===== src/rtl/instr_fetch_fsm.sv =====
// Instruction-fetch controller: walks PC->MAR->memory->MDR->IR and holds the
// execution FSMs idle (IF_active) until IR is stable, then waits for exec_done.
module instr_fetch_fsm #(
    parameter int unsigned EXEC_TIMEOUT = 32,
    parameter logic [15:0] NOP_WORD     = 16'h0000
) (
    input  logic        clk,
    input  logic        rst,
    input  logic        run,
    input  logic [15:0] bus_in,
    input  logic        mem_ack,
    input  logic        exec_done,
    output logic [15:0] fullBitNum,
    output logic        IF_active,
    output logic        PC_out,
    output logic        MAR_in,
    output logic        mem_rd,
    output logic        MDR_out,
    output logic        PC_inc,
    output logic        halted,
    output logic [15:0] instr_count
);

    // One spare bit so the counter can never wrap before reaching EXEC_TIMEOUT-1.
    localparam int unsigned CntW = $clog2(EXEC_TIMEOUT) + 1;
    localparam logic [CntW-1:0] CntLast = CntW'(EXEC_TIMEOUT - 1);

    typedef enum logic [2:0] {
        StIdle,
        StAddr,
        StRead,
        StLoad,
        StDecode,
        StNopInc,
        StExec,
        StHalt
    } state_e;

    state_e            state_q, state_d;
    logic [15:0]       ir_q, ir_d;
    logic [CntW-1:0]   tmo_q, tmo_d;
    logic [15:0]       count_q, count_d;
    logic              halted_q, halted_d;

    always_ff @(posedge clk or posedge rst) begin
        if (rst) begin
            state_q  <= StIdle;
            ir_q     <= 16'h0000;
            tmo_q    <= '0;
            count_q  <= 16'h0000;
            halted_q <= 1'b0;
        end else begin
            state_q  <= state_d;
            ir_q     <= ir_d;
            tmo_q    <= tmo_d;
            count_q  <= count_d;
            halted_q <= halted_d;
        end
    end

    always_comb begin
        state_d   = state_q;
        ir_d      = ir_q;
        tmo_d     = tmo_q;
        count_d   = count_q;
        halted_d  = halted_q;
        IF_active = 1'b1;
        PC_out    = 1'b0;
        MAR_in    = 1'b0;
        mem_rd    = 1'b0;
        MDR_out   = 1'b0;
        PC_inc    = 1'b0;

        case (state_q)
            StIdle: begin
                if (run) begin
                    state_d = StAddr;
                end
            end
            StAddr: begin
                PC_out  = 1'b1;
                MAR_in  = 1'b1;
                state_d = StRead;
            end
            StRead: begin
                mem_rd = 1'b1;
                if (mem_ack) begin
                    state_d = StLoad;
                end
            end
            StLoad: begin
                MDR_out = 1'b1;
                ir_d    = bus_in;
                state_d = StDecode;
            end
            StDecode: begin
                if (ir_q == NOP_WORD) begin
                    state_d = StNopInc;
                end else begin
                    tmo_d   = '0;
                    state_d = StExec;
                end
            end
            StNopInc: begin
                PC_inc  = 1'b1;
                count_d = count_q + 16'd1;
                state_d = run ? StAddr : StIdle;
            end
            StExec: begin
                IF_active = 1'b0;
                tmo_d     = tmo_q + CntW'(1);
                // Done takes priority over a timeout landing on the same cycle.
                if (exec_done) begin
                    count_d = count_q + 16'd1;
                    state_d = run ? StAddr : StIdle;
                end else if (tmo_q == CntLast) begin
                    halted_d = 1'b1;
                    state_d  = StHalt;
                end
            end
            StHalt: begin
                state_d = StHalt;
            end
            default: begin
                state_d = StIdle;
            end
        endcase
    end

    assign fullBitNum  = ir_q;
    assign instr_count = count_q;
    assign halted      = halted_q;

endmodule


===== config.mk =====
export PLATFORM = sky130hd
export DESIGN_NAME = instr_fetch_fsm
export DESIGN_NICKNAME = d
export VERILOG_FILES = /design/src/rtl/instr_fetch_fsm.sv
export SDC_FILE = /design/constraint.sdc
export NUM_CORES = 1
export LEC_CHECK = 0
export CORE_MARGIN = 2
export CORE_UTILIZATION = 46
export DETAILED_ROUTE_END_ITERATION = 8
export GPL_ROUTABILITY_DRIVEN = 0
export PLACE_DENSITY = 0.79
export SLEW_MARGIN = 25
export SYNTH_ARGS = -nofsm -noshare
export SYNTH_HDL_FRONTEND = slang
export SYNTH_SLANG_ARGS = --single-unit

===== constraint.sdc =====
create_clock -name clk -period 2.3 [get_ports clk]
set_clock_uncertainty 0.15 [all_clocks]
set_input_delay 0.23 -clock clk [delete_from_list [all_inputs] [get_ports clk]]
set_output_delay 0.23 -clock clk [all_outputs]
set_load 0.005 [all_outputs]

* Word level (Yosys, flattened, before mapping) *
Index checks and enable logic that the tools add are counted.

word-level totals
  register bits after elaboration = 42
  bits of input ports = 21
  output and inout bits = 39
  logic and storage cells = 45

cells by class
  add/subtract/negate cells = 2
  equal/unequal tests = 13
  mux-type cells = 16
  bitwise logic cells = 1
  reduce and logical (&&, ||, !) cells = 8

operator list
  cell                                                                   count
  16-bit case mux with 2 select lines                                    1
  3-bit case mux with 8 select lines                                     1
  16-bit by 1-bit adder with 16-bit output, second input constant        1
  16-bit logical NOT                                                     1
  16-bit 2-to-1 mux                                                      1
  3-bit equality test, second input constant                             4
  3-bit 2-to-1 mux                                                       4
  6-bit case mux with 2 select lines                                     1
  2-bit inequality test, second input constant                           4
  6-bit by 1-bit adder with 6-bit output, second input constant          1
  3-bit by 2-bit equality test with 1-bit output, second input constant  2
  6-bit by 5-bit equality test with 1-bit output, second input constant  1
  1-bit 2-to-1 mux                                                       6
  6-bit 2-to-1 mux                                                       1
  3-bit AND reduction                                                    2
  2-bit AND reduction                                                    2
  2-bit nonzero test                                                     2
  3-bit by 1-bit equality test with 1-bit output, second input constant  1
  3-bit logical NOT                                                      1
  3-bit inequality test, second input constant                           1
  2-bit 2-to-1 mux                                                       1
  1-bit inverter                                                         1

* Longest topological paths before layout *
  depth in word-level cells = 4
  gate-level depth with buffers = 6
  mapped depth without buffers = 5

* Worst setup path after synthesis *
Ideal clock, no wire load.

  path kind = register to register
  start = reg state_q[1]
  end = reg count_q[1], in the netlist instr_count[1]
  setup time = 0.125 ns
  arrival = 1.328 ns
  required time = 2.025 ns
  slack = 0.697 ns
  cell stages (with the launch flop) = 6
  buffers on the path = 2
  period minus slack after synthesis = 1.603 ns
  cell sequence = dfrtp_1 > buf_4 > and4b_1 > or2_1 > buf_2 > mux2_4

between the ends
  longest elaborated chain between the ends = 3
  elaborated cells between the ends (all ways) = 6
  classes of those cells = eq/ne (3); mux (1); reduce/logical (2)

RTL lines
  what                                                                          line  RTL
  from (decl)                                                                   39    state_e state_q, state_d;
  from (signal assigned)                                                        47    state_q <= StIdle;
  from (signal assigned)                                                        53    state_q <= state_d;
  3-bit equality test                                                           74    case (state_q)
  2-bit inequality test (no source line) or 2-bit nonzero test (tied branches)  -
  2-bit AND reduction (no source line)                                          -
  to (signal assigned)                                                          56    count_q <= count_d;
  to (decl)                                                                     42    logic [15:0] count_q, count_d;

Several ways; a longest one is shown, not always the timed one.
A chain may end at the register's enable or synchronous reset.

* Worst setup path after layout *
  start = reg state_q[1]
  end = out PC_out

between the ends
  longest elaborated chain between the ends = 2

RTL lines
  what                                            line  RTL
  3-bit by 1-bit equality test with 1-bit output  74
  1-bit 2-to-1 mux                                74
  to (decl)                                       15    output logic PC_out,

Every way passes these cells.

==> metrics.txt <==
result of the run finished clean; via count of the first global-routing pass between 1500 and 2000; placed standard-cell area about 2600 um2; number of different library cells in the post-synthesis netlist 41; unrepaired setup endpoints after global routing false; Total Nets Final roughly 290; share of power burned in the clock network 0.163; Antenna Nets Post-Route 0; width of the chip 69.48 um; internal power between 1500 and 2000 uW; async set or reset register ratio after synthesis 1.000; largest cells by area after synthesis sky130_fd_sc_hd__dfrtp_1 (53%), sky130_fd_sc_hd__nand2_1 (11%), sky130_fd_sc_hd__xnor2_1 (4.9%); power per unit of standard cell area around 1100 nW/um2; Layout area overhead 37.06%; WP data required 1920 ps; Post-Syn Area between 1500 and 2000 um2; number of cells produced by synthesis 203; total setup buffers inserted after CTS 0; maximum capacitance violations 0; primary flip-flop cell chosen by synthesis mapping sky130_fd_sc_hd__dfrtp_1; Switching Power ~1100 uW; leakage component of the power around 0.0012 uW; clock tree sinks 42; critical path fanouts, max 17; maximum buffer depth of the clock tree 2; minimum period implied by the final worst setup slack roughly 2200 ps; Comb pwr share 0.411; sequential share of power 0.426; placed wire-length estimate about 3100 um; setup violation total in the final timing report 0; final std cell area, no fill around 2700 um2; gr ovfl total 0; Critical Path Start Type flip-flop; clock insertion delay at the later pin of the skew report about 300 ps; CTS H-tree depth 2; TritonCTS clock tree done; number of antenna violations at the first check in global routing 0; largest net degree at the start of global routing 43; number of buffers inserted during clock tree synthesis 5; critical path capture point type output pin; kind of critical path reg2out; # DRC 0; measured slew at the worst slew-check pin around 510 ps; Antenna Cells 0; number of warnings printed during yosys synthesis 0; number of nets produced by synthesis approximately 230; final hold slack ~210 ps; number of enable flip-flop cells after synthesis 0; final hold violations 0; Initial Util 0.4860; total power draw between 3000 and 4000 uW; first-pass detailed-route iteration total 4; Yosys top cell by area sky130_fd_sc_hd__dfrtp_1; flip-flop and latch count after synthesis 42; placeable core region 4058 um2; number of buffers inserted by hold repair at cts 0; Final Util 0.6661; slowest cell delay on critical path ~560 ps; num rows 23; final max-slew violation count 0; global router's overall resource usage 0.1920; total buffers and inverters traversed by the critical path 1; Setup Total Neg Slack 0 ps; proportion of layout cells with a drive suffix above 1 0.07547; via-per-instance ratio 5.181; Slew HR 0.6608; critical-path cell with the highest stage delay sky130_fd_sc_hd__clkdlybuf4s50_1; floorplan die area approximately 4800 um2; Die H roughly 69 um; I/O pin total 60; CP Data Arrival Time 1780 ps; first-pass GRT wire length 7403 um; worst-path cell chain nor3b_1 > clkdlybuf4s50_1; number of DRC markers in iteration 0 95; PortBufs 59; post-route fraction of the period consumed by the critical path 0.9382; Mean Syn Cell Area roughly 10 um2; clock transition at the registers of the reported paths ~80 ps; library cell used as clock root buffer sky130_fd_sc_hd__clkbuf_8; number of gates resized after cts 0; maximum achievable frequency 463.4 MHz; Wirelength per Cell between 10 and 15 um; DR vias 1632; critical path's top delay family buffers and inverters; sequential area share after synthesis 0.5330; final wirelength roughly 4200 um; share of Yosys cell area claimed by the top area cell type 0.5330; path class of the lowest-slack min-delay path in2async; maximum vdd drop ~0.57 mV; switching portion of total power 0.3590
==> cell usage after synthesis (3+ instances only) <==
cell type,n
sky130_fd_sc_hd__and3_1,3
sky130_fd_sc_hd__dfrtp_1,42
sky130_fd_sc_hd__a21oi_1,7
sky130_fd_sc_hd__nor2_1,8
sky130_fd_sc_hd__nand2_1,57
sky130_fd_sc_hd__buf_2,5
sky130_fd_sc_hd__mux2i_1,3
sky130_fd_sc_hd__xnor2_1,11
sky130_fd_sc_hd__nor4_1,4
sky130_fd_sc_hd__nand4_1,7
sky130_fd_sc_hd__xor2_1,4
sky130_fd_sc_hd__nand3_1,6
sky130_fd_sc_hd__inv_1,5
sky130_fd_sc_hd__nor3_1,3
sky130_fd_sc_hd__o2bb2ai_1,3
==> per-stage QoR <==
stage | std cells | setup slack, ps
2_1_floorplan | 203 | 696.5
3_3_place_gp | 307 | 440.2
3_5_place_dp | 307 | 406.7
4_1_cts | 315 | 145.5
5_1_grt | 315 | 36.68
6_report | 315 | 142.1
==> cells in the final DEF (no fill, tap or decap), drive strengths merged, types with 3 or more instances in the layout <==
master / synthesis / layout
nor4: 5 / 5
xor2: 4 / 4
nor3: 4 / 4
dfrtp: 42 / 42
buf: 7 / 4
nor2: 8 / 8
inv: 6 / 6
o21ai: 5 / 5
a21oi: 7 / 7
and3: 3 / 3
nand2: 57 / 57
mux2i: 3 / 3
clkdlybuf4s50: 0 / 59
nand4: 7 / 7
nand3: 6 / 6
clkbuf: 2 / 6
o2bb2ai: 3 / 3
xnor2: 11 / 11
==> power groups by stage <==
| stage | sequential, uW | clock (uW) | combinational (uW) |
|---|---|---|---|
| 2_1_floorplan | 1220 | 0 | 737 |
| 3_3_place_gp | 1320 | 0 | 1250 |
| 3_5_place_dp | 1320 | 0 | 1290 |
| 4_1_cts | 1310 | 515 | 1290 |
| 5_1_grt | 1380 | 541 | 1400 |
| 6_report | 1320 | 502 | 1270 |
==> path summary, 6_finish.rpt <==
path	end	startpoint	cells past startpoint	slack, ps
max in group asynchronous	tmo_q[3]	rst	3	1440
max reg2reg	instr_count[1]	state_q[1]	3	490
min	instr_count[12]	rst	3	210
max	PC_out	state_q[1]	2	140
min reg2reg	halted	halted	2	330
min in group clk	fullBitNum[11]	bus_in[11]	3	300
==> metal layers <==
metal / global-route usage / up-vias / wire length [um]
met5: 0 / - / 0
met4: 0.05882 / 0 / 53
met3: 0.06686 / 5 / 288
li1: - / 807 / -
met1: 0.2455 / 775 / 1823
met2: 0.3077 / 45 / 2081
==> worst register-to-register path, stage by stage, from the launching register on <==
cell and delay [ps]:
sky130_fd_sc_hd__dfrtp_1 640, sky130_fd_sc_hd__and3b_4 290, sky130_fd_sc_hd__or2_1 310, sky130_fd_sc_hd__mux2_4 320
==> registers in the layout (all words and copies together), names as in the netlist <==
register / count
instr_count: 16
halted: 1
tmo_q: 6
state_q: 3
fullBitNum: 16
==> area by class of cell <==
cell class / instances / area [um2]
sequential: 42 / 1051
clock buffer: 6 / 82.58
multi-input combinational: 146 / 850.8
inverter: 6 / 22.52
clock inverter: 2 / 12.51
timing repair buffer: 63 / 620.6
fill: 333 / 1355
tap: 50 / 62.56
==> kinds of logic after synthesis <==
logic type	after synthesis	synth area share
buffers and inverters	15	0.03553
adder cells (fa/ha/maj)	2	0.01269
XOR/XNOR	15	0.06662
AND/OR/NAND/NOR	103	0.2519
multiplexers	4	0.02284
flip-flops	42	0.5330
AO/OA/AOI/OAI	22	0.07742
Power figures use the tool's default switching activity.
